**src/rtl/ram_port_arbiter_if.sv**
```systemverilog
// Requester, response and RAM-port signals of the two-requester RAM arbiter.
// slave = arbiter side; master = requesters plus the RAM that feeds rd_data back.
interface ram_port_arbiter_if #(
  parameter int ADDR_WIDTH = 10,
  parameter int DATA_WIDTH = 32
);
  logic                  i_r0_valid;
  logic                  o_r0_ready;
  logic                  i_r0_wr_en;
  logic [ADDR_WIDTH-1:0] i_r0_addr;
  logic [DATA_WIDTH-1:0] i_r0_wr_data;
  logic                  o_r0_rsp_valid;
  logic [DATA_WIDTH-1:0] o_r0_rsp_data;

  logic                  i_r1_valid;
  logic                  o_r1_ready;
  logic                  i_r1_wr_en;
  logic [ADDR_WIDTH-1:0] i_r1_addr;
  logic [DATA_WIDTH-1:0] i_r1_wr_data;
  logic                  o_r1_rsp_valid;
  logic [DATA_WIDTH-1:0] o_r1_rsp_data;

  logic [ADDR_WIDTH-1:0] o_ram_addr;
  logic                  o_ram_wr_en;
  logic [DATA_WIDTH-1:0] o_ram_wr_data;
  logic [DATA_WIDTH-1:0] i_ram_rd_data;

  modport slave (
    input  i_r0_valid, i_r0_wr_en, i_r0_addr, i_r0_wr_data,
    output o_r0_ready, o_r0_rsp_valid, o_r0_rsp_data,
    input  i_r1_valid, i_r1_wr_en, i_r1_addr, i_r1_wr_data,
    output o_r1_ready, o_r1_rsp_valid, o_r1_rsp_data,
    output o_ram_addr, o_ram_wr_en, o_ram_wr_data,
    input  i_ram_rd_data
  );

  modport master (
    output i_r0_valid, i_r0_wr_en, i_r0_addr, i_r0_wr_data,
    input  o_r0_ready, o_r0_rsp_valid, o_r0_rsp_data,
    output i_r1_valid, i_r1_wr_en, i_r1_addr, i_r1_wr_data,
    input  o_r1_ready, o_r1_rsp_valid, o_r1_rsp_data,
    input  o_ram_addr, o_ram_wr_en, o_ram_wr_data,
    output i_ram_rd_data
  );
endinterface

```
**src/rtl/ram_port_arbiter.sv**
```systemverilog
// Round-robin share of one single-port sync RAM between two requesters; grant is same-cycle,
// response arrives exactly 1 cycle after handshake; requests backpressured via ready, responses never.
module ram_port_arbiter #(
  parameter int ADDR_WIDTH = 10,
  parameter int DATA_WIDTH = 32
) (
  input  logic             clk,
  input  logic             rst_n,
  ram_port_arbiter_if.slave bus
);

  logic [1:0] gnt;
  logic       any_gnt;
  logic       gnt_id;

  logic last_gnt_q, last_gnt_d;
  logic rsp_pend_q, rsp_pend_d;
  logic rsp_id_q,   rsp_id_d;

  logic [ADDR_WIDTH-1:0] ram_addr;
  logic                  ram_wr_en;
  logic [DATA_WIDTH-1:0] ram_wr_data;

  // On contention the requester that did not win last time is granted.
  always_comb begin
    gnt = 2'b00;
    if (bus.i_r0_valid && bus.i_r1_valid) begin
      gnt = last_gnt_q ? 2'b01 : 2'b10;
    end else if (bus.i_r0_valid) begin
      gnt = 2'b01;
    end else if (bus.i_r1_valid) begin
      gnt = 2'b10;
    end
  end

  assign any_gnt = |gnt;
  assign gnt_id  = gnt[1];

  always_comb begin
    ram_addr    = '0;
    ram_wr_en   = 1'b0;
    ram_wr_data = '0;
    if (gnt[0]) begin
      ram_addr    = bus.i_r0_addr;
      ram_wr_en   = bus.i_r0_wr_en;
      ram_wr_data = bus.i_r0_wr_data;
    end else if (gnt[1]) begin
      ram_addr    = bus.i_r1_addr;
      ram_wr_en   = bus.i_r1_wr_en;
      ram_wr_data = bus.i_r1_wr_data;
    end
  end

  always_comb begin
    last_gnt_d = any_gnt ? gnt_id : last_gnt_q;
    rsp_pend_d = any_gnt;
    rsp_id_d   = gnt_id;
  end

  always_ff @(posedge clk or negedge rst_n) begin
    if (!rst_n) begin
      last_gnt_q <= 1'b1;
      rsp_pend_q <= 1'b0;
      rsp_id_q   <= 1'b0;
    end else begin
      last_gnt_q <= last_gnt_d;
      rsp_pend_q <= rsp_pend_d;
      rsp_id_q   <= rsp_id_d;
    end
  end

  assign bus.o_r0_ready = gnt[0];
  assign bus.o_r1_ready = gnt[1];

  // Gating with rst_n keeps a request held across reset from writing the RAM.
  assign bus.o_ram_addr    = ram_addr;
  assign bus.o_ram_wr_en   = ram_wr_en & rst_n;
  assign bus.o_ram_wr_data = ram_wr_data;

  assign bus.o_r0_rsp_valid = rsp_pend_q & ~rsp_id_q;
  assign bus.o_r1_rsp_valid = rsp_pend_q &  rsp_id_q;
  assign bus.o_r0_rsp_data  = bus.i_ram_rd_data;
  assign bus.o_r1_rsp_data  = bus.i_ram_rd_data;

endmodule

```
**src/flat_wrapper.sv**
```systemverilog
// flat-port wrapper written by rule: the top's interface ports become plain ports
module ram_port_arbiter_flat 
#(
  parameter int ADDR_WIDTH = 10,
  parameter int DATA_WIDTH = 32
)
  (clk, rst_n, bus_i_r0_valid, bus_i_r0_wr_en, bus_i_r0_addr, bus_i_r0_wr_data, bus_o_r0_ready, bus_o_r0_rsp_valid, bus_o_r0_rsp_data, bus_i_r1_valid, bus_i_r1_wr_en, bus_i_r1_addr, bus_i_r1_wr_data, bus_o_r1_ready, bus_o_r1_rsp_valid, bus_o_r1_rsp_data, bus_o_ram_addr, bus_o_ram_wr_en, bus_o_ram_wr_data, bus_i_ram_rd_data);
  ram_port_arbiter_if #(.ADDR_WIDTH(ADDR_WIDTH), .DATA_WIDTH(DATA_WIDTH)) bus_i ();
  input  logic clk;
  input  logic rst_n;
  input wire logic [$bits(bus_i.i_r0_valid)-1:0] bus_i_r0_valid;
  input wire logic [$bits(bus_i.i_r0_wr_en)-1:0] bus_i_r0_wr_en;
  input wire logic [$bits(bus_i.i_r0_addr)-1:0] bus_i_r0_addr;
  input wire logic [$bits(bus_i.i_r0_wr_data)-1:0] bus_i_r0_wr_data;
  output wire logic [$bits(bus_i.o_r0_ready)-1:0] bus_o_r0_ready;
  output wire logic [$bits(bus_i.o_r0_rsp_valid)-1:0] bus_o_r0_rsp_valid;
  output wire logic [$bits(bus_i.o_r0_rsp_data)-1:0] bus_o_r0_rsp_data;
  input wire logic [$bits(bus_i.i_r1_valid)-1:0] bus_i_r1_valid;
  input wire logic [$bits(bus_i.i_r1_wr_en)-1:0] bus_i_r1_wr_en;
  input wire logic [$bits(bus_i.i_r1_addr)-1:0] bus_i_r1_addr;
  input wire logic [$bits(bus_i.i_r1_wr_data)-1:0] bus_i_r1_wr_data;
  output wire logic [$bits(bus_i.o_r1_ready)-1:0] bus_o_r1_ready;
  output wire logic [$bits(bus_i.o_r1_rsp_valid)-1:0] bus_o_r1_rsp_valid;
  output wire logic [$bits(bus_i.o_r1_rsp_data)-1:0] bus_o_r1_rsp_data;
  output wire logic [$bits(bus_i.o_ram_addr)-1:0] bus_o_ram_addr;
  output wire logic [$bits(bus_i.o_ram_wr_en)-1:0] bus_o_ram_wr_en;
  output wire logic [$bits(bus_i.o_ram_wr_data)-1:0] bus_o_ram_wr_data;
  input wire logic [$bits(bus_i.i_ram_rd_data)-1:0] bus_i_ram_rd_data;
  assign bus_i.i_r0_valid = bus_i_r0_valid;
  assign bus_i.i_r0_wr_en = bus_i_r0_wr_en;
  assign bus_i.i_r0_addr = bus_i_r0_addr;
  assign bus_i.i_r0_wr_data = bus_i_r0_wr_data;
  assign bus_o_r0_ready = bus_i.o_r0_ready;
  assign bus_o_r0_rsp_valid = bus_i.o_r0_rsp_valid;
  assign bus_o_r0_rsp_data = bus_i.o_r0_rsp_data;
  assign bus_i.i_r1_valid = bus_i_r1_valid;
  assign bus_i.i_r1_wr_en = bus_i_r1_wr_en;
  assign bus_i.i_r1_addr = bus_i_r1_addr;
  assign bus_i.i_r1_wr_data = bus_i_r1_wr_data;
  assign bus_o_r1_ready = bus_i.o_r1_ready;
  assign bus_o_r1_rsp_valid = bus_i.o_r1_rsp_valid;
  assign bus_o_r1_rsp_data = bus_i.o_r1_rsp_data;
  assign bus_o_ram_addr = bus_i.o_ram_addr;
  assign bus_o_ram_wr_en = bus_i.o_ram_wr_en;
  assign bus_o_ram_wr_data = bus_i.o_ram_wr_data;
  assign bus_i.i_ram_rd_data = bus_i_ram_rd_data;
  ram_port_arbiter #(.ADDR_WIDTH(ADDR_WIDTH), .DATA_WIDTH(DATA_WIDTH)) u_core (.clk(clk), .rst_n(rst_n), .bus(bus_i));
endmodule
```
**config.mk**
```make
export PLATFORM = sky130hd
export DESIGN_NAME = ram_port_arbiter_flat
export DESIGN_NICKNAME = d
export VERILOG_FILES = /design/src/rtl/ram_port_arbiter_if.sv /design/src/rtl/ram_port_arbiter.sv /design/src/flat_wrapper.sv
export SDC_FILE = /design/constraint.sdc
export NUM_CORES = 1
export LEC_CHECK = 0
export ABC_AREA = 1
export CAP_MARGIN = 20
export CORE_AREA = 2 2 90 92
export CTS_CLUSTER_DIAMETER = 80
export DETAILED_ROUTE_END_ITERATION = 8
export DIE_AREA = 0 0 92 94
export GPL_ROUTABILITY_DRIVEN = 1
export PLACE_DENSITY = 0.67
export SLEW_MARGIN = 0
export SYNTH_ARGS = -nofsm -noshare
export SYNTH_HDL_FRONTEND = slang
export SYNTH_SLANG_ARGS = --single-unit
```
**constraint.sdc**
```tcl
create_clock -name clk -period 1.8 [get_ports clk]
set_input_delay 0.45 -clock clk [delete_from_list [all_inputs] [get_ports clk]]
set_output_delay 0.45 -clock clk [all_outputs]
set_load 0.05 [all_outputs]
```
==> flow_metrics.py, run 1 <==
metrics = {
    "status": {
        "status": "complete, but fails checks",
        "violations": "negative setup slack",
    },
    "timing": {
        "worst_slew_pin_slew_ps": 230,
        "finClkSkew_ps": 0.351,
        "slew_headroom_pct": 84.7,
        "clock.fmax_mhz": 514,
        "timing.final.ws_setup_ps": -146,
        "finalSetupViolCount": 45,
        "final.setup.tns_ps": -5630,
        "hold_viol_final": 0,
        "slew_violations": 0,
        "grt_setup_unrepaired": "yes",
        "period_minus_slack_ps": 1950,
        "post-route-period-util_pct": 108,
    },
    "global_route": {
        "grt-ovfl-total": 0,
        "grt_pass1_vias": 1657,
        "grt_use_total_pct": 12.7,
        "grt_max_degree": 18,
        "antenna_found_initial": 0,
        "grt_pass1_wl_microns": 8450,
    },
    "min_path": {
        "hp-class": "register to register",
    },
    "setup_path": {
        "crit_path_max_fanout": 11,
        "regToRegSetupSlack_ps": 660,
        "cp_data_required_time_ps": 1350,
        "path_cells": "nand2_1 -> nand2_2 -> inv_6 -> buf_16 -> nand2_1 -> nand2_2 -> buf_12",
        "cp_num_buf_inv": 3,
        "cp_slowest_stage_delay_ps": 540,
        "critPathKind": "register to output port",
        "worstPathArrival_ps": 1500,
        "critical-path-top-delay-family": "flip-flops",
        "slowest_stage": "dfstp_2",
        "cp-end-kind": "output port",
        "crit_path_start_kind": "register",
    },
    "synthesis": {
        "synth_area_per_cell_sq_um": 5.45,
        "syn-cell-area_sq_um": 1190,
        "synth_seq_cells": 3,
        "yosys_warnings": 0,
        "synthTopCellsByArea": "buf_4 (42%), nand2_1 (41%), buf_6 (4.7%)",
        "synth_top_area_cell": "buf_4",
        "synth_top_cell_area_share_pct": 42.4,
        "yosysUniqueCellTypes": 13,
        "seq_area_frac_synth_pct": 6.43,
        "syn_nets": 340,
        "synth_cells": 218,
    },
    "finish": {
        "antenna_cells": 0,
        "layout_commonest_cell": "clkdlybuf4s50_1",
        "fin_util_pct": 42.4,
        "nNetsFinal": 427,
        "fillCellCount": 731,
        "final_cell_mix": "clkdlybuf4s50_1 (87), nand2_2 (65), buf_12 (48)",
        "area_delta_synth_final_pct": 172,
        "drive_above_1_share_pct": 52.6,
        "instances_no_fill": 406,
    },
    "clock_tree": {
        "clk_path_buf_depth": 2,
        "cts_inserted_buffers": 3,
        "cts_max_level": 1,
        "cts_tree": "done",
        "clk_latency_ps": 220,
        "hold_buffers": 0,
        "root_buffer": "clkbuf_8",
        "clkSinkCount": 3,
        "path_clk_slew_ps": 30,
    },
    "die": {
        "die_height_microns": 94,
        "coreArea_sq_um": 7610,
        "start_util_pct": 15.6,
        "io_pins": 233,
        "dieArea_sq_um": 8650,
        "rows": 32,
        "die_w_microns": 92,
    },
    "power": {
        "total_power_uw": 1780,
        "powerDensity_nw_per_um2": 551,
        "p_leak_uw": 0.00146,
        "power.ir.vdd_worst_v": 0.000190,
    },
    "route": {
        "ant_nets": 0,
        "drt-initial-drc-count": 31,
        "wl_per_cell_microns": 14.9,
        "vias": 1600,
        "totalWireLength_microns": 6030,
        "avgViaCountPerCell": 3.94,
        "first_pass_iters": 4,
        "drc": 0,
    },
    "placed_design": {
        "place.gp.congestion": 0.690,
        "dp_cells": 390,
        "io_buffers": 136,
        "dp_hpwl_microns": 3690,
    },
    "job": {
        "drv_cap": 0,
    },
}
[worst paths after layout]
| path | from | to | depth (start not counted) |
|---|---|---|---|
| min reg2reg | u_core.last_gnt_q | u_core.last_gnt_q | 2 |
| max reg2reg | u_core.last_gnt_q | u_core.rsp_pend_q | 5 |
| max | u_core.last_gnt_q | bus_o_ram_wr_data[8] | 7 |
| min in group asynchronous | rst_n | u_core.rsp_id_q | 2 |
| max in group asynchronous | rst_n | u_core.last_gnt_q | 2 |
| min | u_core.last_gnt_q | u_core.last_gnt_q | 2 |
[logic make-up (layout without fill, tap and decap cells)]
| kind of cell | count (synthesis) | after routing | share of synthesized area, % |
|---|---|---|---|
| and+or+nand+nor | 135 | 136 | 43.5 |
| buffers and inverters | 78 | 163 | 49.2 |
| AOI/OAI and AO/OA | 2 | 2 | 0.842 |
| DFF | 3 | 3 | 6.43 |
[area by class of cell]
type                            count  area [sq um]  share of cell area (%)
Sequential cell                     3          76.3                    2.37
Multi-Input combinational cell    138           872                    27.0
Clock buffer                        4          45.0                    1.40
Timing Repair inverter              7           109                    3.38
Timing Repair Buffer              146          1950                    60.6
Tap cell                          102           128                    3.96
Inverter                            6          40.0                    1.24
[sequential cells by signal, summed over array words and instances (netlist names)]
| register | count |
|---|---|
| u_core.rsp_id_q | 1 |
| u_core.rsp_pend_q | 1 |
| u_core.last_gnt_q | 1 |
[worst register-to-register path, cell delays in order, from the launching register on]
cell and delay (ps):
dfstp_2 540, inv_2 50, nand2_4 120, nand2_8 130
buf_4 170, nand2_1 60
[layer usage]
metal  vias to the layer above  track usage (%)  share of wire (%)
met5                         -                0                  0
met2                       103             25.7                 55
met4                         0             5.85                3.5
met1                       707             11.9                 33
met3                        27             3.13                9.0
li1                        763                -                  -
[where the power goes]
| part | switching [uW] | total, uW | internal (uW) |
|---|---|---|---|
| Clock | 46.5 | 198 | 151 |
| Combinational | 775 | 1500 | 720 |
| Sequential | 5.31 | 83.5 | 78.2 |
[synthesized netlist by cell type]
master / number
nand2_1: 129
buf_4: 67
buf_6: 5
inv_1: 4
nand2_2: 3
dfrtp_1: 2
nand3_1: 2
a21oi_1: 1
dfstp_2: 1
inv_2: 1
inv_4: 1
nor2_1: 1
o21ai_0: 1
[what timing repair did]
item	in CTS	in global routing
resized for setup	97	42
hold endpoints to repair	0	0
endpoints found under the setup margin	45	45
setup buffers	2	0
gates cloned	9	1
pin swaps	11	16
[through the flow]
| step | cell area [sq um] | setup WS, ps | hold WS [ps] |
|---|---|---|---|
| after floorplan | 1190 | 9.61 | 154 |
| after global placement | 2650 | -434 | 507 |
| after detailed placement | 2650 | -474 | 511 |
| after CTS | 3040 | -149 | 512 |
| after global routing | 3220 | -200 | 541 |
| final | 3220 | -146 | 513 |
Note: power is estimated with default switching activity, not from simulation.
==> inputs of run 2 (changes only) <==
--- a/config.mk
+++ b/config.mk
@@ -9,6 +9,7 @@
 export CAP_MARGIN = 20
 export CORE_AREA = 2 2 90 92
 export CTS_CLUSTER_DIAMETER = 80
+export CTS_CLUSTER_SIZE = 20
 export DETAILED_ROUTE_END_ITERATION = 8
 export DIE_AREA = 0 0 92 94
 export GPL_ROUTABILITY_DRIVEN = 1
==> results of run 2 <==
Same layout as run 1: the final DEF is identical, and so are final timing and power.
